### src/rtl/clk_div_sched.sv
// Programmable clock-enable divider with a two-client, round-robin ratio scheduler.
// New ratios take effect only at a period boundary, so no runt or stretched period is produced.
module clk_div_sched #(
    parameter int unsigned CNT_W       = 8,
    parameter int unsigned DEFAULT_DIV = 3
) (
    input  logic             clk,
    input  logic             reset,
    input  logic             req_a,
    input  logic [CNT_W-1:0] div_a,
    output logic             ack_a,
    input  logic             req_b,
    input  logic [CNT_W-1:0] div_b,
    output logic             ack_b,
    output logic             err,
    output logic             busy,
    output logic [CNT_W-1:0] cur_div,
    output logic             clk_en,
    output logic             div_out
);

    typedef enum logic [1:0] {
        StIdle,
        StWaitTc,
        StDone
    } state_e;

    localparam logic [CNT_W-1:0] DefDiv = CNT_W'(DEFAULT_DIV);
    localparam logic [CNT_W-1:0] One    = CNT_W'(1);
    localparam logic [CNT_W-1:0] Two    = CNT_W'(2);

    state_e           state_q, state_d;
    logic [CNT_W-1:0] cnt_q, cnt_d;
    logic [CNT_W-1:0] cur_div_q, cur_div_d;
    logic [CNT_W-1:0] pend_div_q, pend_div_d;
    logic             gnt_b_q, gnt_b_d;
    logic             ptr_b_q, ptr_b_d;
    logic             ack_a_q, ack_a_d;
    logic             ack_b_q, ack_b_d;
    logic             err_q, err_d;
    logic             clk_en_q, clk_en_d;
    logic             div_out_q, div_out_d;

    logic             terminal;
    logic             sel_b;
    logic [CNT_W-1:0] sel_div;
    logic             gnt_req;

    always_comb begin
        state_d    = state_q;
        cur_div_d  = cur_div_q;
        pend_div_d = pend_div_q;
        gnt_b_d    = gnt_b_q;
        ptr_b_d    = ptr_b_q;
        ack_a_d    = ack_a_q;
        ack_b_d    = ack_b_q;
        err_d      = err_q;
        sel_b      = 1'b0;
        sel_div    = div_a;
        gnt_req    = 1'b0;

        terminal = (cnt_q == (cur_div_q - One));
        cnt_d    = terminal ? '0 : (cnt_q + One);

        unique case (state_q)
            StIdle: begin
                if (req_a || req_b) begin
                    // B wins when it is alone or when both ask and the pointer is at B
                    sel_b      = req_b && (!req_a || ptr_b_q);
                    sel_div    = sel_b ? div_b : div_a;
                    gnt_b_d    = sel_b;
                    ptr_b_d    = !sel_b;
                    pend_div_d = sel_div;
                    if (sel_div < Two) begin
                        state_d = StDone;
                        err_d   = 1'b1;
                        ack_a_d = !sel_b;
                        ack_b_d = sel_b;
                    end else begin
                        state_d = StWaitTc;
                    end
                end
            end
            StWaitTc: begin
                if (terminal) begin
                    cur_div_d = pend_div_q;
                    state_d   = StDone;
                    ack_a_d   = !gnt_b_q;
                    ack_b_d   = gnt_b_q;
                end
            end
            StDone: begin
                gnt_req = gnt_b_q ? req_b : req_a;
                if (!gnt_req) begin
                    ack_a_d = 1'b0;
                    ack_b_d = 1'b0;
                    err_d   = 1'b0;
                    state_d = StIdle;
                end
            end
            default: begin
                state_d = StIdle;
            end
        endcase

        // Registered from next-state values so the outputs line up with the new count
        clk_en_d  = (cnt_d == (cur_div_d - One));
        div_out_d = (cnt_d < (cur_div_d >> 1));
    end

    always_ff @(posedge clk or posedge reset) begin
        if (reset) begin
            state_q    <= StIdle;
            cnt_q      <= '0;
            cur_div_q  <= DefDiv;
            pend_div_q <= DefDiv;
            gnt_b_q    <= 1'b0;
            ptr_b_q    <= 1'b0;
            ack_a_q    <= 1'b0;
            ack_b_q    <= 1'b0;
            err_q      <= 1'b0;
            clk_en_q   <= 1'b0;
            div_out_q  <= 1'b0;
        end else begin
            state_q    <= state_d;
            cnt_q      <= cnt_d;
            cur_div_q  <= cur_div_d;
            pend_div_q <= pend_div_d;
            gnt_b_q    <= gnt_b_d;
            ptr_b_q    <= ptr_b_d;
            ack_a_q    <= ack_a_d;
            ack_b_q    <= ack_b_d;
            err_q      <= err_d;
            clk_en_q   <= clk_en_d;
            div_out_q  <= div_out_d;
        end
    end

    assign ack_a   = ack_a_q;
    assign ack_b   = ack_b_q;
    assign err     = err_q;
    assign busy    = (state_q != StIdle);
    assign cur_div = cur_div_q;
    assign clk_en  = clk_en_q;
    assign div_out = div_out_q;

endmodule

### config.mk
export PLATFORM = sky130hd
export DESIGN_NAME = clk_div_sched
export DESIGN_NICKNAME = d
export VERILOG_FILES = /design/src/rtl/clk_div_sched.sv
export SDC_FILE = /design/constraint.sdc
export NUM_CORES = 1
export LEC_CHECK = 0
export CORE_AREA = 2 2 73 75
export CTS_BUF_LIST = sky130_fd_sc_hd__clkbuf_16
export DETAILED_ROUTE_END_ITERATION = 10
export DIE_AREA = 0 0 75 77
export GPL_ROUTABILITY_DRIVEN = 0
export PLACE_DENSITY = 0.76
export SYNTH_ARGS = -nofsm -noshare
export SYNTH_HDL_FRONTEND = slang
export SYNTH_SLANG_ARGS = --single-unit
### constraint.sdc
create_clock -name clk -period 3.4 [get_ports clk]
set_input_delay 0.68 -clock clk [delete_from_list [all_inputs] [get_ports clk]]
set_output_delay 0.68 -clock clk [all_outputs]
set_load 0.01 [all_outputs]
======== Word level (Yosys, flattened, before mapping) ========
Index checks and enable logic that the tools add are counted.
cells by class
  add/sub/neg operators ................... 3
  $lt $le $gt $ge ......................... 2
  equal/unequal tests ..................... 8
  muxes and demuxes ....................... 22
  reductions and logical operators ........ 14
operators with widths
  kind                                                                  number
  8-bit two-way mux                                                     4
  8-bit == test                                                         2
  8-bit by 1-bit subtractor with 8-bit output, second input constant    2
  1-bit two-way mux                                                     10
  8-bit by 1-bit adder with 8-bit output, second input constant         1
  8-bit by 2-bit < comparator with 1-bit output, second input constant  1
  8-bit by 7-bit < comparator with 1-bit output                         1
  2-bit two-way mux                                                     4
  2-bit != test, second input constant                                  4
  1-bit case mux with 3 select lines                                    2
  2-bit case mux with 3 select lines                                    1
  5-bit AND reduction                                                   1
  4-bit AND reduction                                                   1
  2-bit nonzero test                                                    2
  1-bit zero test                                                       3
  3-bit AND reduction                                                   1
  3-bit nonzero test                                                    1
  2-bit by 1-bit == test with 1-bit output, second input constant       1
  2-bit == test, second input constant                                  1
  2-bit zero test                                                       1
  1-bit logical OR                                                      2
  1-bit case mux with 2 select lines                                    1
  2-bit AND reduction                                                   1
  1-bit logical AND                                                     1
storage, ports and cells
  register bits after elaboration ......... 33
  input port bits ......................... 20
  output and inout port bits .............. 14
  logic and storage cells ................. 60

======== Logic depth before layout (Yosys ltp) ========
Gate-level depths: netlist of run 1.
  depth in word-level cells ............... 8
  gate-level depth with buffers ........... 15
  gate-level depth less buffers ........... 13

======== Least setup slack after synthesis of run 1 ========
No wires, ideal clock.
  kind .................................... register to register
  start point ............................. register cur_div_q[0] (netlist: cur_div[0])
  end point ............................... register div_out_q (netlist: div_out)
  library setup time ...................... 0.065 ns
  data arrival time ....................... 3.279 ns
  data required time ...................... 3.335 ns
  path slack .............................. 0.057 ns
  stages on the path, launching flop included .. 15
  path buffers ............................ 2
  clock period less this slack ............ 3.343 ns
  cell sequence ........................... dfstp_2 -> buf_2 -> inv_1 -> ha_1 -> or3_1 -> a31oi_1 -> and4_1 -> clkbuf_1 -> nand2_4 -> mux2i_1 -> ha_1 -> a21o_1 -> a21o_1 -> a211oi_1 -> o21a_1
between the ends
  longest elaborated chain between the ends .. 5
  elaborated cells between the ends (all ways) .. 6
  those cells by class .................... add/sub: 1; order compare: 1; eq/ne: 1; mux: 3
RTL lines
  what                                             line  text
  start: declaration                               34    logic [CNT_W-1:0] cur_div_q, cur_div_d;
  start signal: assignment                         115   cur_div_q <= DefDiv;
  start signal: assignment                         127   cur_div_q <= cur_div_d;
  8-bit by 1-bit subtractor with 8-bit output *    62    terminal = (cnt_q == (cur_div_q - One));
  8-bit == test *                                  62
  8-bit two-way mux                                85    if (terminal) begin
  8-bit two-way mux                                65    unique case (state_q)
  8-bit by 7-bit < comparator with 1-bit output *  108   div_out_d = (cnt_d < (cur_div_d >> 1));
  named net div_out_d                              42    logic div_out_q, div_out_d;
  end signal: assignment                           135   div_out_q <= div_out_d;
  end: declaration                                 42
Mark *: on every way through the listed nets, which the timed path passes. The rest lies on a longest branch.
A chain may end at the register's enable or synchronous reset.

======== Final worst setup path of run 1 ========
  start point ............................. register cur_div_q[1] (netlist: cur_div[1])
  end point ............................... register clk_en_q (netlist: clk_en)
between the ends
  longest elaborated chain between the ends .. 6
  elaborated cells between the ends (all ways) .. 7
  those cells by class .................... add/sub: 2; eq/ne: 2; mux: 3
RTL lines
  what                                         line  text
  8-bit by 1-bit subtractor with 8-bit output  62
  8-bit == test                                62
  8-bit two-way mux                            85
  8-bit two-way mux                            65
  8-bit by 1-bit subtractor with 8-bit output  107   clk_en_d = (cnt_d == (cur_div_d - One));
  8-bit == test *                              107
  named net clk_en_d                           41    logic clk_en_q, clk_en_d;
  end signal: assignment                       134   clk_en_q <= clk_en_d;
  end: declaration                             41
Marks and branches as above.

==> flow_summary.yaml, run 1 <==
floorplan:
  io_pins: 34
  die_h_um: 77
  start_util: 0.492
  fp.dieArea_um2: 5780
  dieWidth_um: 75
  core_region_area_um2: 4980
  rows: 26
routing:
  drt_iter0_drc: 161
  drtPass1Iterations: 4
  vias: 2118
  remaining_drc_errors: 0
  ant_nets: 0
  routed_wl_um: 5850
  drt-vias-per-instance: 5.57
  drt-wirelength-per-cell_um: 15.4
critical_path:
  end_kind: "flop"
  timing.rr.start: "cur_div[1]$_DFF_PP1_"
  r2r_slack_ns: 0.18
  r2r_cells: 11
  worstSetupStartpointType: "flop"
  max_stage_delay_ns: 0.58
  crit_fanout: 7
  critPathLaunch: "cur_div[1]$_DFF_PP1_"
  crit_family: "simple AND/OR/NAND/NOR gates"
  crit_buf_inv: 2
  rr_endpoint: "clk_en$_DFF_PP0_"
  critical_path_class: "reg2reg"
  cp.required_ns: 3.58
  worst_path_max_delay_cell: "dfstp_2"
  cp_cell_sequence: "inv_1 > ha_1 > or3_1 > a31oi_2 > nand3_1 > nand2b_1 > buf_4 > a221o_1 > a21boi_1 > mux2i_1 > nor4_2"
  path_depth: 11
  cp.arrival_ns: 3.40
  endpoint: "clk_en$_DFF_PP0_"
final_layout:
  n_fill_cell: 438
  drive_above_1_share: 0.119
  n_antenna_cell: 0
  nets: 342
  synthToLayoutAreaGrowth_pct: 25.1
  fin_util: 0.615
synth:
  synth_nets: 298
  yosys.area.top_type: "dfrtp_1"
  synth-main-ff-cell: "dfrtp_1"
  syn_inst: 265
  seq_area_frac_synth: 0.339
  syn-cell-area_um2: 2450
  synthTopCellsByArea: "dfrtp_1 30%, mux2i_1 7.0%, ha_1 6.6%"
  synth_edf_count: 0
  yosys.cell_types.count: 57
  synth_top_area_share: 0.297
  synth_area_per_cell_um2: 9.24
  ys_warn_count: 0
  synthArstFlopShare: 1.00
  ys_ff_latch: 33
clocking:
  cts_inserted_buffers: 5
  clkSlewWorstSetupHoldPaths_ns: 0.05
  cts_tree: "built"
  cts-root-buf: "clkbuf_16"
  insertion_delay_ns: 0.28
  cts_max_level: 2
  clock_sinks: 33
  clockBufferDepth: 2
  ctsHoldBuffers: 0
placed_design:
  port_buffers: 33
  dp_hpwl_um: 4700
timing:
  worst_pin_slew_ns: 0.872
  setup-tns-final_ns: 0
  fmax_mhz: 311
  slew_viol_final: 0
  finalHoldViolations: 0
  min_period_over_period: 0.947
  min_period_ns: 3.22
  setup_violations: 0
  final.setup_skew_ns: 0.00791
  slew_headroom: 0.414
min_path:
  hp-class: "reg2reg"
global_routing:
  grt_overflow: 0
  antenna_found_initial: 0
  grtUsageTotal: 0.226
  grt_start_max_net_pins: 21
  grt_pass1_wl_um: 9920
  grt_pass1_vias: 2112
power_and_ir_drop:
  power.ir.vdd_worst_mv: 0.449
  leakage_nw: 1.37
  p_per_area_nw_per_um2: 473
flow_run:
  maxCapViolCount: 0
status:
  status: "complete, no violations"
## area by class of cell
cell class / count / area (um^2) / area share
clock inverters: 3 / 11.3 / 0.00368
repair buffers: 45 / 420 / 0.137
multi-input cells: 204 / 1510 / 0.493
clock buffers: 5 / 125 / 0.0409
inverters: 20 / 75.1 / 0.0245
flip-flops and latches: 33 / 831 / 0.271
well taps: 70 / 87.6 / 0.0286
## cells in the final DEF, fill, tap and decap left out, drive strengths merged, types with 12 or more instances in the layout
master	netlist	routed
clkdlybuf4s50	0	33
dfrtp	29	29
inv	20	22
nor2	22	22
nand2	21	21
mux2i	18	18
o21ai	18	18
xnor2	14	14
ha	13	13
buf	3	12
## worst min path at each step
stage	from	cells past startpoint	to	slack, ns
after global routing	ptr_b_q$_DFFE_PP0P_	1	ptr_b_q$_DFFE_PP0P_	0.50
after detailed placement	ptr_b_q$_DFFE_PP0P_	1	ptr_b_q$_DFFE_PP0P_	0.48
after CTS	ptr_b_q$_DFFE_PP0P_	1	ptr_b_q$_DFFE_PP0P_	0.48
after global placement	ptr_b_q$_DFFE_PP0P_	1	ptr_b_q$_DFFE_PP0P_	0.47
final	ptr_b_q$_DFFE_PP0P_	1	ptr_b_q$_DFFE_PP0P_	0.49
after floorplan	ptr_b_q$_DFFE_PP0P_	1	ptr_b_q$_DFFE_PP0P_	0.44
## routing by layer
metal | track usage | share of wire | vias to the layer above
li1 | - | - | 1039
met1 | 0.282 | 0.42 | 1000
met2 | 0.379 | 0.50 | 66
met3 | 0.0368 | 0.049 | 13
met4 | 0.0893 | 0.023 | 0
met5 | 0 | 0 | -
## synthesized netlist by cell type (2+ instances only)
cell type,number
dfrtp_1,29
inv_1,20
nand2_1,20
nor2_1,20
mux2i_1,17
o21ai_0,15
xnor2_1,14
ha_1,13
nand3_1,8
a21oi_1,7
nor3_1,7
xor2_1,7
a31oi_1,6
and2_1,6
clkbuf_1,5
a211oi_1,4
dfstp_2,4
nand2b_1,4
nor4_1,4
a21boi_0,3
and3_1,3
nand4_1,3
o21ai_1,3
or2_2,3
a21boi_1,2
a21o_1,2
a22o_1,2
buf_2,2
nor2b_1,2
o211ai_1,2
o21a_1,2
## per-stage QoR
step / cells / hold slack [ns] / setup slack (ns) / total power, mW / area [um^2]
2_1_floorplan: 265 / 0.441 / 0.0568 / 0.862 / 2450
3_3_place_gp: 371 / 0.466 / 0.230 / 1.01 / 2910
3_5_place_dp: 371 / 0.475 / 0.0559 / 1.03 / 2910
4_1_cts: 379 / 0.483 / 0.0363 / 1.45 / 3040
5_1_grt: 380 / 0.499 / -0.0144 / 1.55 / 3060
6_report: 380 / 0.486 / 0.180 / 1.45 / 3060
## cell families after synthesis
logic type,after synthesis,synth area share
buffers and inverters,28,0.0470
AO/OA/AOI/OAI,59,0.177
multiplexers,18,0.0787
AND/OR/NAND/NOR,92,0.207
flip-flops,33,0.339
adder cells (fa/ha/maj),13,0.0665
XOR/XNOR,22,0.0844
## report_power, final
| part | switching [mW] | total [mW] | internal (mW) | leakage (nW) |
|---|---|---|---|---|
| Combinational | 0.243 | 0.450 | 0.206 | 0.890 |
| Clock | 0.155 | 0.418 | 0.263 | 0.0738 |
| Sequential | 0.0913 | 0.580 | 0.489 | 0.409 |
## registers in the layout (all words and copies together) (netlist names), 2 cells and up
signal	cells
pend_div_q	8
state_q	2
cnt_q	8
cur_div	8
## timing repair
item / in CTS / in global routing
buffers inserted: 0 / 1
gates resized for setup: 0 / 3
endpoints found under the setup margin: 0 / 2
No activity file was read; power rests on OpenSTA's default activity.
==> inputs of run 2 (changes only) <==
--- a/config.mk
+++ b/config.mk
@@ -7,8 +7,10 @@
 export LEC_CHECK = 0
-export CORE_AREA = 2 2 73 75
+export CELL_PAD_IN_SITES_DETAIL_PLACEMENT = 1
+export CELL_PAD_IN_SITES_GLOBAL_PLACEMENT = 1
+export CORE_AREA = 2 2 84 86
 export CTS_BUF_LIST = sky130_fd_sc_hd__clkbuf_16
 export DETAILED_ROUTE_END_ITERATION = 10
-export DIE_AREA = 0 0 75 77
+export DIE_AREA = 0 0 86 88
 export GPL_ROUTABILITY_DRIVEN = 0
-export PLACE_DENSITY = 0.76
+export PLACE_DENSITY_LB_ADDON = 0.1
 export SYNTH_ARGS = -nofsm -noshare
==> constraint.sdc (replaced) <==
create_clock -name clk -period 3.4 [get_ports clk]
set_input_delay 0.34 -clock clk [delete_from_list [all_inputs] [get_ports clk]]
set_output_delay 0.34 -clock clk [all_outputs]
set_load 0.01 [all_outputs]
==> run 2 against run 1 <==
Hold slack worse by 0.022 ns. Final cell count is 3.7% higher. Largest cell class unchanged. Wire length is 16% higher. Non-clock buffer count is 4 higher. Critical endpoint unchanged. Core utilization is 14 points lower. Combinational power hardly changed. Clock skew is 0.0016 ns lower. Die area is 31% higher. Critical path depth is 1 lower.
==> flow_summary.yaml, run 2 (synthesized netlist as in run 1, its figures left out) <==
status:
  status: "complete, no violations"
power_and_ir_drop:
  leakage_nw: 1.40
  power.ir.vdd_worst_mv: 0.318
  p_per_area_nw_per_um2: 488
  total_power_mw: 1.53
global_routing:
  antenna_found_initial: 0
  grt_start_max_net_pins: 34
  grt_pass1_wl_um: 11100
  grt_overflow: 0
  grt_pass1_vias: 2165
  grtUsageTotal: 0.190
timing:
  min_period_over_period: 0.956
  hold_slack_ns: 0.464
  setup_violations: 0
  min_period_ns: 3.25
  worst_pin_slew_ns: 0.937
  setup-tns-final_ns: 0
  finalHoldViolations: 0
  slew_viol_final: 0
  fmax_mhz: 308
  final.setup_skew_ns: 0.00630
  slew_headroom: 0.371
floorplan:
  core_region_area_um2: 6640
  io_pins: 34
  start_util: 0.368
  die_h_um: 88
  fp.dieArea_um2: 7570
  rows: 30
  dieWidth_um: 86
min_path:
  hp-class: "in2async"
placed_design:
  port_buffers: 33
  dp_hpwl_um: 5320
  placed_cell_area_um2: 2940
critical_path:
  cp.required_ns: 3.57
  critPathLaunch: "cur_div[3]$_DFF_PP0_"
  worstSetupStartpointType: "flop"
  end_kind: "flop"
  timing.rr.start: "cur_div[3]$_DFF_PP0_"
  critical_path_class: "reg2reg"
  crit_fanout: 7
  cp.arrival_ns: 3.42
  r2r_slack_ns: 0.15
routing:
  drt-vias-per-instance: 5.41
  ant_nets: 0
  vias: 2133
  routed_wl_um: 6790
  drt_iter0_drc: 86
  drtPass1Iterations: 4
  remaining_drc_errors: 0
  drt-wirelength-per-cell_um: 17.2
final_layout:
  nets: 346
  drive_above_1_share: 0.131
  synthToLayoutAreaGrowth_pct: 28.1
  final_common_cell: "clkdlybuf4s50_1"
  fin_area_um2: 3140
  n_antenna_cell: 0
  final_cell_mix: "33 x clkdlybuf4s50_1, 29 x dfrtp_1, 21 x inv_1"
clocking:
  cts_inserted_buffers: 5
  clock_sinks: 33
  cts-root-buf: "clkbuf_16"
  insertion_delay_ns: 0.28
  cts_max_level: 2
  clockBufferDepth: 2
  cts_tree: "built"
  clkSlewWorstSetupHoldPaths_ns: 0.06
flow_run:
  maxCapViolCount: 0
==> run 2: cell types whose count changed in the layout (fill, tap and decap cells not counted) <==
cell	previous run	this run
and4_1	0	1
bufinv_16	0	1
inv_1	22	21
and4_4	1	0
a31oi_4	1	2
buf_4	12	16
a31oi_2	1	0
==> run 2: final timing paths <==
path | endpoint | cells past startpoint
setup / recovery | clk_en$_DFF_PP0_ | 10
hold reg to reg | ptr_b_q$_DFFE_PP0P_ | 1
hold / removal | cur_div[3]$_DFF_PP0_ | 3
min in group clk | ptr_b_q$_DFFE_PP0P_ | 1
setup reg to reg | clk_en$_DFF_PP0_ | 10
max in group asynchronous | pend_div_q[1]$_DFFE_PP1P_ | 3
==> run 2: power by group <==
part	switching (mW)	internal [mW]
combinational	0.245	0.206
sequential	0.0854	0.489
clock	0.165	0.340
==> run 2: layer usage <==
| layer | wire length, um | vias to the layer above | share of wire | GRT usage |
|---|---|---|---|---|
| li1 | - | 1049 | - | - |
| met1 | 3020 | 1036 | 0.44 | 0.237 |
| met2 | 3460 | 36 | 0.51 | 0.342 |
| met3 | 191 | 12 | 0.028 | 0.0273 |
| met4 | 118 | 0 | 0.017 | 0.0548 |
| met5 | 0 | - | 0 | 0 |
==> run 2: final cells by class <==
cell class	count	area, um^2
clock inverters	3	37.5
flip-flops and latches	33	831
repair buffers	49	450
clock buffers	5	125
well taps	80	100
inverters	20	75.1
fillers	776	3510
multi-input cells	204	1520
==> run 2: through the flow <==
| step | instances | worst slack, ns | util |
|---|---|---|---|
| 2_1_floorplan | 265 | 0.0568 | - |
| 3_3_place_gp | 384 | 0.201 | 0.443 |
| 3_5_place_dp | 384 | 0.0756 | 0.443 |
| 4_1_cts | 392 | 0.00745 | 0.467 |
| 5_1_grt | 394 | -0.00759 | 0.472 |
| 6_report | 394 | 0.148 | 0.472 |
==> run 2: critical path, cell delays in order, from the launching register on <==
cell      delay, ns
dfrtp_1        0.43
or3_4          0.42
or4_4          0.51
o32ai_4        0.19
a31o_4         0.22
nand2b_1       0.21
buf_4          0.22
o311ai_2       0.34
xor2_1         0.20
a31oi_1        0.12
nor4_2         0.28
==> run 2: what timing repair did <==
action / 4_1_cts / 5_1_grt
hold endpoints to repair: 0 / 0
setup endpoints to repair: 1 / 2
pin swaps: 1 / 2
hold buffers: 0 / 0
gates resized for setup: 0 / 2
setup buffers: 0 / 2
